==> src/rtl/lsu_pkg.sv <==
// Shared types, funct3 encodings and byte-enable generation for the MEM-stage load/store unit.
package lsu_pkg;

  typedef enum logic [1:0] {
    StIdle,
    StBusy,
    StDone
  } lsu_state_e;

  localparam logic [2:0] F3_B  = 3'b000;
  localparam logic [2:0] F3_H  = 3'b001;
  localparam logic [2:0] F3_W  = 3'b010;
  localparam logic [2:0] F3_BU = 3'b100;
  localparam logic [2:0] F3_HU = 3'b101;

  // size is funct3[1:0]; signedness does not affect which lanes are enabled
  function automatic logic [3:0] gen_be(input logic [1:0] size, input logic [1:0] addr_lo);
    logic [3:0] be;
    case (size)
      2'b00:   be = 4'b0001 << addr_lo;
      2'b01:   be = addr_lo[1] ? 4'b1100 : 4'b0011;
      default: be = 4'b1111;
    endcase
    return be;
  endfunction

endpackage

==> src/rtl/load_extend.sv <==
// Selects the addressed byte/half of a read word and sign- or zero-extends it to 32 bits.
module load_extend
  import lsu_pkg::*;
(
  input  logic [2:0]  funct3_i,
  input  logic [1:0]  addr_lo_i,
  input  logic [31:0] rdata_i,
  output logic [31:0] data_o
);

  logic [7:0]  byte_sel;
  logic [15:0] half_sel;

  always_comb begin
    case (addr_lo_i)
      2'b00:   byte_sel = rdata_i[7:0];
      2'b01:   byte_sel = rdata_i[15:8];
      2'b10:   byte_sel = rdata_i[23:16];
      default: byte_sel = rdata_i[31:24];
    endcase
    half_sel = addr_lo_i[1] ? rdata_i[31:16] : rdata_i[15:0];

    case (funct3_i)
      F3_B:    data_o = {{24{byte_sel[7]}}, byte_sel};
      F3_BU:   data_o = {24'h0, byte_sel};
      F3_H:    data_o = {{16{half_sel[15]}}, half_sel};
      F3_HU:   data_o = {16'h0, half_sel};
      F3_W:    data_o = rdata_i;
      default: data_o = 32'h0;
    endcase
  end

endmodule

==> src/rtl/mem_stage_lsu.sv <==
// MEM-stage load/store unit: req/ack handshake with a variable-latency data memory.
// Define LSU_MISALIGN_TRAP_EN to skip misaligned accesses and pulse `misaligned`.
module mem_stage_lsu
  import lsu_pkg::*;
#(
  parameter int unsigned MISALIGN_ALLOW = 0
) (
  input  logic        clk,
  input  logic        clr_n,
  input  logic        MemReadM,
  input  logic        MemWriteM,
  input  logic [2:0]  funct3M,
  input  logic [31:0] ALUResultM,
  input  logic [31:0] WriteDataM,
  output logic        StallM,
  output logic [31:0] load_data,
  output logic        mem_req,
  output logic        mem_we,
  output logic [31:0] mem_addr,
  output logic [3:0]  mem_be,
  output logic [31:0] mem_wdata,
  input  logic        mem_ack,
  input  logic [31:0] mem_rdata,
  output logic        misaligned
);

`ifdef LSU_MISALIGN_TRAP_EN
  localparam bit TrapEn = 1'b1;
`else
  localparam bit TrapEn = 1'b0;
`endif

  lsu_state_e  state_q, state_d;
  logic        req_q, req_d;
  logic        we_q, we_d;
  logic [31:0] addr_q, addr_d;
  logic [3:0]  be_q, be_d;
  logic [31:0] wdata_q, wdata_d;
  logic [2:0]  funct3_q, funct3_d;
  logic [1:0]  addr_lo_q, addr_lo_d;
  logic [31:0] load_data_q, load_data_d;
  logic [31:0] ext_data;

  logic req_any, legal, misal, issue;

  load_extend u_load_extend (
    .funct3_i  (funct3_q),
    .addr_lo_i (addr_lo_q),
    .rdata_i   (mem_rdata),
    .data_o    (ext_data)
  );

  always_comb begin
    req_any = MemReadM | MemWriteM;
    case (funct3M)
      F3_B, F3_H, F3_W: legal = 1'b1;
      F3_BU, F3_HU:     legal = ~MemWriteM;
      default:          legal = 1'b0;
    endcase
    case (funct3M[1:0])
      2'b01:   misal = ALUResultM[0];
      2'b10:   misal = |ALUResultM[1:0];
      default: misal = 1'b0;
    endcase
    // Without the trap, MISALIGN_ALLOW lets misaligned accesses through on the truncated address
    issue = legal && (!misal || (!TrapEn && (MISALIGN_ALLOW != 0)));
  end

  always_comb begin
    state_d     = state_q;
    req_d       = req_q;
    we_d        = we_q;
    addr_d      = addr_q;
    be_d        = be_q;
    wdata_d     = wdata_q;
    funct3_d    = funct3_q;
    addr_lo_d   = addr_lo_q;
    load_data_d = load_data_q;
    unique case (state_q)
      StIdle: begin
        if (req_any) begin
          if (issue) begin
            state_d   = StBusy;
            req_d     = 1'b1;
            we_d      = MemWriteM;
            addr_d    = {ALUResultM[31:2], 2'b00};
            be_d      = gen_be(funct3M[1:0], ALUResultM[1:0]);
            funct3_d  = funct3M;
            addr_lo_d = ALUResultM[1:0];
            case (funct3M[1:0])
              2'b00:   wdata_d = {4{WriteDataM[7:0]}};
              2'b01:   wdata_d = {2{WriteDataM[15:0]}};
              default: wdata_d = WriteDataM;
            endcase
          end else begin
            state_d = StDone;
            if (!MemWriteM) load_data_d = 32'h0;
          end
        end
      end
      StBusy: begin
        if (mem_ack) begin
          state_d = StDone;
          req_d   = 1'b0;
          if (!we_q) load_data_d = ext_data;
        end
      end
      StDone:  state_d = StIdle;
      default: state_d = StIdle;
    endcase
  end

  always_ff @(posedge clk or negedge clr_n) begin
    if (!clr_n) begin
      state_q     <= StIdle;
      req_q       <= 1'b0;
      we_q        <= 1'b0;
      addr_q      <= 32'h0;
      be_q        <= 4'h0;
      wdata_q     <= 32'h0;
      funct3_q    <= 3'h0;
      addr_lo_q   <= 2'h0;
      load_data_q <= 32'h0;
    end else begin
      state_q     <= state_d;
      req_q       <= req_d;
      we_q        <= we_d;
      addr_q      <= addr_d;
      be_q        <= be_d;
      wdata_q     <= wdata_d;
      funct3_q    <= funct3_d;
      addr_lo_q   <= addr_lo_d;
      load_data_q <= load_data_d;
    end
  end

  // Gated by clr_n so reset forces the combinational outputs low too
  assign StallM = clr_n && (((state_q == StIdle) && req_any) || (state_q == StBusy));

`ifdef LSU_MISALIGN_TRAP_EN
  assign misaligned = clr_n && (state_q == StIdle) && req_any && legal && misal;
`else
  assign misaligned = 1'b0;
`endif

  assign mem_req   = req_q;
  assign mem_we    = we_q;
  assign mem_addr  = addr_q;
  assign mem_be    = be_q;
  assign mem_wdata = wdata_q;
  assign load_data = load_data_q;

endmodule

==> config.mk <==
export PLATFORM = sky130hd
export DESIGN_NAME = mem_stage_lsu
export DESIGN_NICKNAME = d
export VERILOG_FILES = /design/src/rtl/lsu_pkg.sv /design/src/rtl/load_extend.sv /design/src/rtl/mem_stage_lsu.sv
export SDC_FILE = /design/constraint.sdc
export NUM_CORES = 1
export LEC_CHECK = 0
export CORE_MARGIN = 4
export CORE_UTILIZATION = 40
export CTS_CLUSTER_DIAMETER = 100
export CTS_CLUSTER_SIZE = 10
export DETAILED_ROUTE_END_ITERATION = 10
export PLACE_DENSITY = 0.77
export SLEW_MARGIN = 20
export SYNTH_ARGS = -nofsm -noshare
export SYNTH_HDL_FRONTEND = slang
export SYNTH_HIERARCHICAL = 1
export SYNTH_SLANG_ARGS = --single-unit
==> constraint.sdc <==
create_clock -name clk -period 1.8 [get_ports clk]
set_clock_uncertainty 0.2 [all_clocks]
set_input_delay 0.54 -clock clk [delete_from_list [all_inputs] [get_ports clk]]
set_output_delay 0.54 -clock clk [all_outputs]
set_load 0.02 [all_outputs]
After elaboration in Yosys (flattened, before gate mapping)
Cells that the tools add are included.
W data, S select, Z words.
- register bits after elaboration: 107
- input bits: 104
- output and inout bits: 104
- logic and storage cells: 71
- equality and inequality tests: 19
- shifts and indexed selects: 1
- mux-type cells: 22
- bitwise operators: 2
- reductions and logical operators: 18
- operators with widths (kind ; number):
    $mux W32 ; 5
    $pmux W32 S5 ; 1
    $pmux W32 S2 ; 2
    $pmux W8 S3 ; 1
    $mux W16 ; 1
    $eq A3 B3 Y1 const B ; 4
    $ne A2 B2 Y1 const B ; 6
    $pmux W4 S2 ; 1
    $eq A2 B1 Y1 const B ; 3
    $eq A3 B1 Y1 const B ; 2
    $eq A3 B2 Y1 const B ; 2
    $logic_not A2 Y1 ; 3
    $logic_not A3 Y1 ; 2
    $mux W2 ; 3
    $pmux W1 S2 ; 3
    $reduce_and A6 Y1 ; 1
    $eq A2 B2 Y1 const B ; 2
    $mux W4 ; 1
    $pmux W2 S2 ; 1
    $reduce_and A4 Y1 ; 1
    $reduce_or A2 Y1 ; 2
    $shl A1 B2 Y4 const A ; 1
    $logic_and A1 B1 Y1 ; 3
    $mux W1 ; 3
    8 further kinds ; 8

Logic depth before layout (Yosys ltp)
Gate-level depths: netlist of the first run.
- depth after elaboration: 7
- depth in mapped cells: 8
- gate-level depth less buffers: 6

Modules after synthesis
The synthesis of the first run kept the hierarchy.
- by module, submodules not included (module ; times used ; cells an instance ; area each (um^2) ; sequential area each (um^2)):
    mem_stage_lsu ; 1 ; 316 ; 4459.3 ; 2677.6
    load_extend ; 1 ; 134 ; 1071.0 ; 0.0

Worst setup path after synthesis of the first run
OpenSTA, ideal clock, no wires.
- path type: input -> register
- start point: input funct3M[1]
- end point: register addr_lo_q[1]
- library setup time: 125 ps
- arrival time: 2136 ps
- data required time: 1475 ps
- slack: -661 ps
- stages: 7
- path buffers: 1
- cells stage by stage: inv_1 -> ha_1 -> o211ai_1 -> o211ai_4 -> nor3_4 -> buf_6 -> mux2_2
- cells in the longest elaborated chain, start to end: 5
- elaborated cells between the ends (all ways): 14
- classes of those cells: eq/ne: 6; mux: 2; reduce/logical: 6
- ends and longest elaborated chain (what ; RTL line ; source):
    start: declaration ; mem_stage_lsu.sv:12 ; input logic [2:0] funct3M,
    $eq A3 B1 Y1, or another cell as far along ; mem_stage_lsu.sv:55 ; case (funct3M)
    $reduce_or A3 Y1, or another cell as far along ; mem_stage_lsu.sv:55 ;
    $pmux W1 S2 / $logic_not A1 Y1 (equally long branches) ; mem_stage_lsu.sv:55, mem_stage_lsu.sv:66 ;
    $logic_and A1 B1 Y1 * ; mem_stage_lsu.sv:66 ; issue = legal && (!misal || (!TrapEn && (MISALIGN_ALLOW != 0)));
    $reduce_and A3 Y1 (no source line) * ; - ;
    end signal: assignment ; mem_stage_lsu.sv:132 ; addr_lo_q <= addr_lo_d;
    end: declaration ; mem_stage_lsu.sv:40 ; logic [1:0] addr_lo_q, addr_lo_d;
Mark *: on every way between the ends. The rest lies on a longest branch, timed or not.
A chain may end at the register's enable or synchronous reset.

Worst setup path in the final report of the first run
- start point: input funct3M[0]
- end point: register addr_lo_q[1]
The elaborated chain is that of the path after synthesis.

==> flow_summary.ini, run 1 <==
[grt]
grt_first_pass_wirelength_mm = 29.89
grt_max_degree = 69
antenna_found_initial = 3
overflow = 0
track_usage_pct = 23.93
grt_pass1_vias = 5471

[timing]
slew_viol_final = 0
rsz0062_at_grt = true
slew_headroom_pct = 55.26
worst_pin_slew_ns = 0.6703
holdWs_ns = 0.09111
final-hold-violation-count = 0
layout_setup_ws_ns = -0.3762
timing.fmax_ghz = 0.4595
period_needed_ns = 2.176
final.period_utilization_pct = 120.9
setup_violations = 106

[floorplanning]
fp.dieArea_um2 = 15770
die_h_um = 125.6
ioPinCount = 208
core_um2 = 13400
start_util_pct = 41.27
die_w_um = 125.6
num_rows = 42

[setup_path]
crit_required_ns = 1.83
path_class = input port to register
crit_top_cell = buf_12
slowest_stage = mux2_4
cp_max_fo = 6
max_stage_delay_ns = 0.30
critPathCaptureType = register
worstPathCellList = buf_12 > inv_12 > ha_4 > o211ai_1 > o211ai_4 > nor3_4 > buf_6 > buf_8 > buf_12 > buf_16 > mux2_4
arrival_ns = 2.21
critPathLaunchType = input port

[job]
cap_violations = 0

[placement]
gp_congestion = 0.9576
dpl.hpwl_mm = 13.27
port_buffers = 204
pre_cts_ws_ns = -1.290

[finish]
num-nets-final = 834
diodes = 0
area_growth_pct = 63.35
final_util_pct = 67.41
drive_gt1_share_pct = 42.35

[yosys]
synthArstFlopShare_pct = 100.0
ys.flop_type = dfrtp_1
synth_cell_types = 50
synth_top_area_cell = dfrtp_1
synth_seq_cells = 107
ys_seq_area_share_pct = 48.42
synth_edf_count = 0
syn-mean-instance-area_um2 = 12.29
synth_area_leaders = dfrtp_1, mux2_2, a22o_1
synthesis.area_um2 = 5530
ys_warn_count = 6
yosysTopAreaCellShare_pct = 48.42
syn_inst = 450

[routing]
dr.pass1.iters = 4
drtIter0Drc = 375
wl_per_cell_um = 20.94
vias = 5005
route.detailed.drc = 0
drt-total-wl_mm = 19.02
final_antenna_net_count = 0
avgViaCountPerCell = 5.512

[pwr]
power_density_nw_per_um2 = 1651
switching_share_pct = 39.21
pwr-share-seq_pct = 28.7
p_int_mw = 9.067
p_comb_share_pct = 57.1
p_sw_mw = 5.847
power.leakage_nw = 4.244
ir_drop_mv = 1.153
clkPwrFrac_pct = 14.2
p_total_mw = 14.91

[clocking]
root_buffer = clkbuf_16
htree_num_levels = 3
clock_latency_ns = 0.35
cts_tree = done
ctsHoldBuffers = 0
clk_pin_slew_ns = 0.07
clock-sinks = 107
clock_path_buffers = 2
numCtsBuffers = 9

[worst_hold_path]
hold_class = input port to async pin

[status]
run_status = finished with violations
violations = setup timing
==> registers in the layout, indices dropped and copies added, names as in the netlist <==
signal,flops
mem_req,1
mem_addr,30
mem_be,4
mem_we,1
mem_wdata,32
addr_lo_q,2
load_data,32
funct3_q,3
state_q,2
==> metal layers <==
layer  vias up  wire (µm)  track usage (%)
li1       2244          -                -
met3        49       1858            7.676
met2       238       9139            39.21
met1      2468       7366            29.39
met4         6        616            9.439
met5         -         34                0
==> cell usage after synthesis, drive strengths merged (2+ instances only) <==
cell and instances:
a21o 4, a21oi 2, a221o 2, a22o 40
a22oi 9, a32oi 3, buf 27, clkbuf 11
dfrtp 107, ha 3, inv 5, mux2 81
mux2i 17, mux4 3, nand2 33, nand2b 5
nand3 18, nor2 11, nor2b 5, nor3 3
nor3b 2, o211ai 19, o21ai 10, o221ai 8
o22a 2, o22ai 3, o2bb2ai 3, o32a 2
or2 5
==> final timing paths <==
| path | cells after the start | endpoint | start | slack, ns |
|---|---|---|---|---|
| hold reg to reg | 1 | mem_req$_DFFE_PN0P_ | mem_req$_DFFE_PN0P_ | 0.29 |
| setup / recovery | 11 | addr_lo_q[1]$_DFFE_PN0P_ | funct3M[0] | -0.38 |
| max in group asynchronous | 3 | addr_lo_q[1]$_DFFE_PN0P_ | clr_n | 0.35 |
| hold / removal | 2 | load_data[16]$_DFFE_PN0P_ | clr_n | 0.09 |
| setup reg to reg | 9 | addr_lo_q[1]$_DFFE_PN0P_ | state_q[1]$_DFFE_PN0P_ | -0.32 |
| min in group clk | 2 | funct3_q[1]$_DFFE_PN0P_ | funct3M[1] | 0.26 |
==> worst max-delay path, delay by kind of cell <==
| family | cells | cell delay, ns |
|---|---|---|
| adder cells (fa/ha/maj) | 1 | 0.15 |
| AO/OA/AOI/OAI | 2 | 0.41 |
| buffers and inverters | 6 | 0.61 |
| AND/OR/NAND/NOR | 1 | 0.18 |
| multiplexers | 1 | 0.30 |
==> stage by stage <==
| step | TNS [ns] | instances | instance area, µm² |
|---|---|---|---|
| floorplan | -46.98 | 452 | 5685 |
| global placement | -130.92 | 872 | 8325 |
| detailed placement | -141.11 | 872 | 8325 |
| CTS | -45.63 | 908 | 9228 |
| global route | -35.05 | 908 | 9034 |
| finish | -27.94 | 908 | 9034 |
==> power groups by stage <==
stage | registers, mW | clock network [mW] | logic (mW)
2_1_floorplan | 5.47 | 0 | 3.33
3_3_place_gp | 4.22 | 0 | 8.13
3_5_place_dp | 4.25 | 0 | 8.30
4_1_cts | 4.25 | 2.17 | 8.57
5_1_grt | 4.42 | 2.27 | 9.01
6_report | 4.28 | 2.12 | 8.51
==> cell type report <==
| type | count | area [µm²] |
|---|---|---|
| Multi-Input combinational cell | 302 | 2910 |
| Sequential cell | 107 | 2678 |
| Timing Repair Buffer | 302 | 2864 |
| Clock buffer | 10 | 229.0 |
| Clock inverter | 6 | 88.84 |
| Tap cell | 176 | 220.2 |
| Inverter | 5 | 43.79 |
| Fill cell | 1002 | 4367 |
==> cells in the final DEF, fill, tap and decap left out, drive strengths merged, types with 2 or more instances in the layout <==
cell / instances
o2bb2ai: 3
o32a: 2
a21oi: 2
or2: 5
mux2: 81
ha: 3
a22oi: 9
o211ai: 19
clkdlybuf4s50: 91
nand3: 18
mux4: 3
o22ai: 3
bufinv: 2
nor3b: 2
a22o: 40
clkbuf: 67
a32oi: 3
nor2b: 5
dlymetal6s2s: 7
mux2i: 17
dfrtp: 107
inv: 6
nor3: 3
a21o: 4
nand2: 33
clkinv: 2
buf: 101
nand2b: 5
o22a: 2
conb: 3
clkdlybuf4s15: 44
o21ai: 10
o221ai: 8
dlygate4sd2: 2
nor2: 11
a221o: 2
==> what timing repair did <==
item,in CTS,in global routing
cloned,8,1
gates resized for setup,297,96
setup endpoints to repair,208,203
buffers inserted,12,5
pin swaps,7,6
==> cell families (layout without fill, tap and decap cells) <==
kind of cell | Yosys count | in the layout | synth area share [%]
flip-flops | 107 | 107 | 48.42
AO/OA/AOI/OAI | 111 | 111 | 17.33
adder cells (fa/ha/maj) | 3 | 3 | 0.6788
other | 1 | 3 | 0.06781
buffers and inverters | 43 | 323 | 5.023
multiplexers | 101 | 101 | 21.00
AND/OR/NAND/NOR | 84 | 84 | 7.489
No activity file was read; power rests on OpenSTA's default activity.
==> run 2: changes to the inputs <==
--- a/config.mk
+++ b/config.mk
@@ -5,12 +5,15 @@
 export SDC_FILE = /design/constraint.sdc
 export NUM_CORES = 1
 export LEC_CHECK = 0
+export CELL_PAD_IN_SITES_DETAIL_PLACEMENT = 0
+export CELL_PAD_IN_SITES_GLOBAL_PLACEMENT = 2
 export CORE_MARGIN = 4
-export CORE_UTILIZATION = 40
+export CORE_UTILIZATION = 25
 export CTS_CLUSTER_DIAMETER = 100
 export CTS_CLUSTER_SIZE = 10
 export DETAILED_ROUTE_END_ITERATION = 10
-export PLACE_DENSITY = 0.77
+export GPL_TIMING_DRIVEN = 0
+export PLACE_DENSITY_LB_ADDON = 0.1
 export SLEW_MARGIN = 20
 export SYNTH_ARGS = -nofsm -noshare
 export SYNTH_HDL_FRONTEND = slang
==> run 2 against run 1 <==
The run still ends with setup timing left. Power down 0.71%. Combinational power down 0.8%. Global-route usage down 7.1 points. Largest power group unchanged.
==> flow_summary.ini, run 2 (synthesis results as in run 1) <==
[status]
run_status = finished with violations
violations = setup timing

[pwr]
p_comb_share_pct = 57.0
switching_share_pct = 40.03
pwr-share-seq_pct = 28.8
ir_drop_mv = 0.7690
clkPwrFrac_pct = 14.2
power_density_nw_per_um2 = 1632
p_sw_mw = 5.928
power.leakage_nw = 4.086
p_total_mw = 14.81
p_int_mw = 8.880

[timing]
rsz0062_at_grt = true
setup_violations = 104
final-hold-violation-count = 0
final.period_utilization_pct = 118.3
layout_setup_ws_ns = -0.3291
timing.fmax_ghz = 0.4697
slew_headroom_pct = 39.43
period_needed_ns = 2.129
slew_viol_final = 0
worst_pin_slew_ns = 0.9085

[clocking]
root_buffer = clkbuf_16
htree_num_levels = 3
clock-sinks = 107
clk_pin_slew_ns = 0.07
clock_latency_ns = 0.35
clock_path_buffers = 2
cts_tree = done
numCtsBuffers = 9

[setup_path]
worstPathCellList = buf_12 > inv_12 > ha_4 > o211ai_1 > o211ai_4 > nor3_4 > buf_6 > buf_6 > buf_8 > mux2_4
path_class = input port to register
slowest_stage = mux2_4
critical_path_buf_inv_count = 5
arrival_ns = 2.17
critPathCaptureType = register
crit_required_ns = 1.84
crit_top_cell = buf_6
cp_max_fo = 5
critPathLaunchType = input port
max_stage_delay_ns = 0.30
crit_family = buffers and inverters

[finish]
fillCellCount = 2074
diodes = 0
final_util_pct = 41.57
num-nets-final = 808
layout_commonest_cell = dfrtp_1
area_growth_pct = 64.05
drive_gt1_share_pct = 42.35
layout.cells.most_common_list = dfrtp_1, clkdlybuf4s50_1, mux2_4

[routing]
vias = 4755
drtIter0Drc = 140
drt-total-wl_mm = 20.62
wl_per_cell_um = 20.92
dr.pass1.iters = 4
final_antenna_net_count = 0
avgViaCountPerCell = 4.823
route.detailed.drc = 0

[grt]
antenna_found_initial = 2
overflow = 0
grt_first_pass_wirelength_mm = 31.61
track_usage_pct = 16.87
grt_pass1_vias = 5343
grt_max_degree = 38

[placement]
dpl.hpwl_mm = 14.29
port_buffers = 204
gp_congestion = 0.8040

[worst_hold_path]
hold_class = input port to async pin

[floorplanning]
ioPinCount = 208
start_util_pct = 25.34
core_um2 = 21820
die_w_um = 156.7
die_h_um = 156.7
fp.dieArea_um2 = 24560
num_rows = 54

[job]
cap_violations = 0
==> run 2: cell types whose count changed in the layout (fill, tap and decap cells not counted), moves of 6 or more <==
cell,delta
buf_12,-6
buf_2,+8
clkdlybuf4s15_1,-16
buf_4,-54
dlymetal6s2s_1,-7
clkdlybuf4s15_2,+28
buf_6,+14
dlygate4sd2_1,+9
clkbuf_2,-11
==> run 2: stage by stage <==
step                      hold WS [ns]  setup slack, ns  setup TNS (ns)  area (µm²)  std cells
after floorplan                0.04441          -0.4834          -46.98        5685        452
after global placement          0.2528           -4.823         -643.25        8078        936
after detailed placement        0.2571           -1.952         -163.07        8107        937
after CTS                      0.04280          -0.3070          -27.73        9241        985
after global routing           0.04604          -0.3865          -32.81        9072        986
final                          0.05542          -0.3291          -27.04        9072        986
==> run 2: path summary, 6_finish.rpt <==
check	start	to	slack, ns	cells past startpoint
max	funct3M[0]	mem_wdata[9]$_DFFE_PN0P_	-0.33	10
min	clr_n	mem_wdata[16]$_DFFE_PN0P_	0.06	2
max reg2reg	state_q[0]$_DFFE_PN0P_	mem_wdata[9]$_DFFE_PN0P_	-0.22	8
min reg2reg	mem_req$_DFFE_PN0P_	mem_req$_DFFE_PN0P_	0.30	1
max in group asynchronous	clr_n	load_data[27]$_DFFE_PN0P_	0.30	2
min in group clk	funct3M[0]	funct3_q[0]$_DFFE_PN0P_	0.25	2
==> run 2: cell type report <==
type                       count  area [µm²]  share of cell area (%)
buffer                        36       344.1                   3.793
clock buffer                   9       225.2                   2.482
timing repair buffer         240        2390                   26.34
multi-input combinational    302        2950                   32.52
inverter                       5       43.79                  0.4827
sequential                   107        2681                   29.55
clock inverter                 7       87.58                  0.9654
tap                          280       350.3                   3.862
==> run 2: timing repair <==
item,4_1_cts,5_1_grt
pin swaps,12,3
setup endpoints to repair,208,165
resized for setup,403,55
cloned,8,1
setup buffers,22,1
hold buffers,3,0
endpoints found under the hold margin,51,0
==> run 2: layer usage <==
| layer | share of wire [%] | global-route usage [%] | up-vias |
|---|---|---|---|
| met5 | 0.13 | 0 | - |
| met4 | 1.3 | 4.132 | 4 |
| met3 | 7.4 | 5.254 | 22 |
| met2 | 50 | 29.29 | 162 |
| met1 | 41 | 20.43 | 2375 |
| li1 | - | - | 2192 |
==> run 2: power by group through the flow <==
stage               clock network [mW]  registers (mW)  logic [mW]
finish                            2.11            4.26        8.44
global route                      2.27            4.42        8.98
CTS                               2.21            4.28        8.70
detailed placement                   0            4.26        8.10
global placement                     0            4.24        8.08
floorplan                            0            5.47        3.33
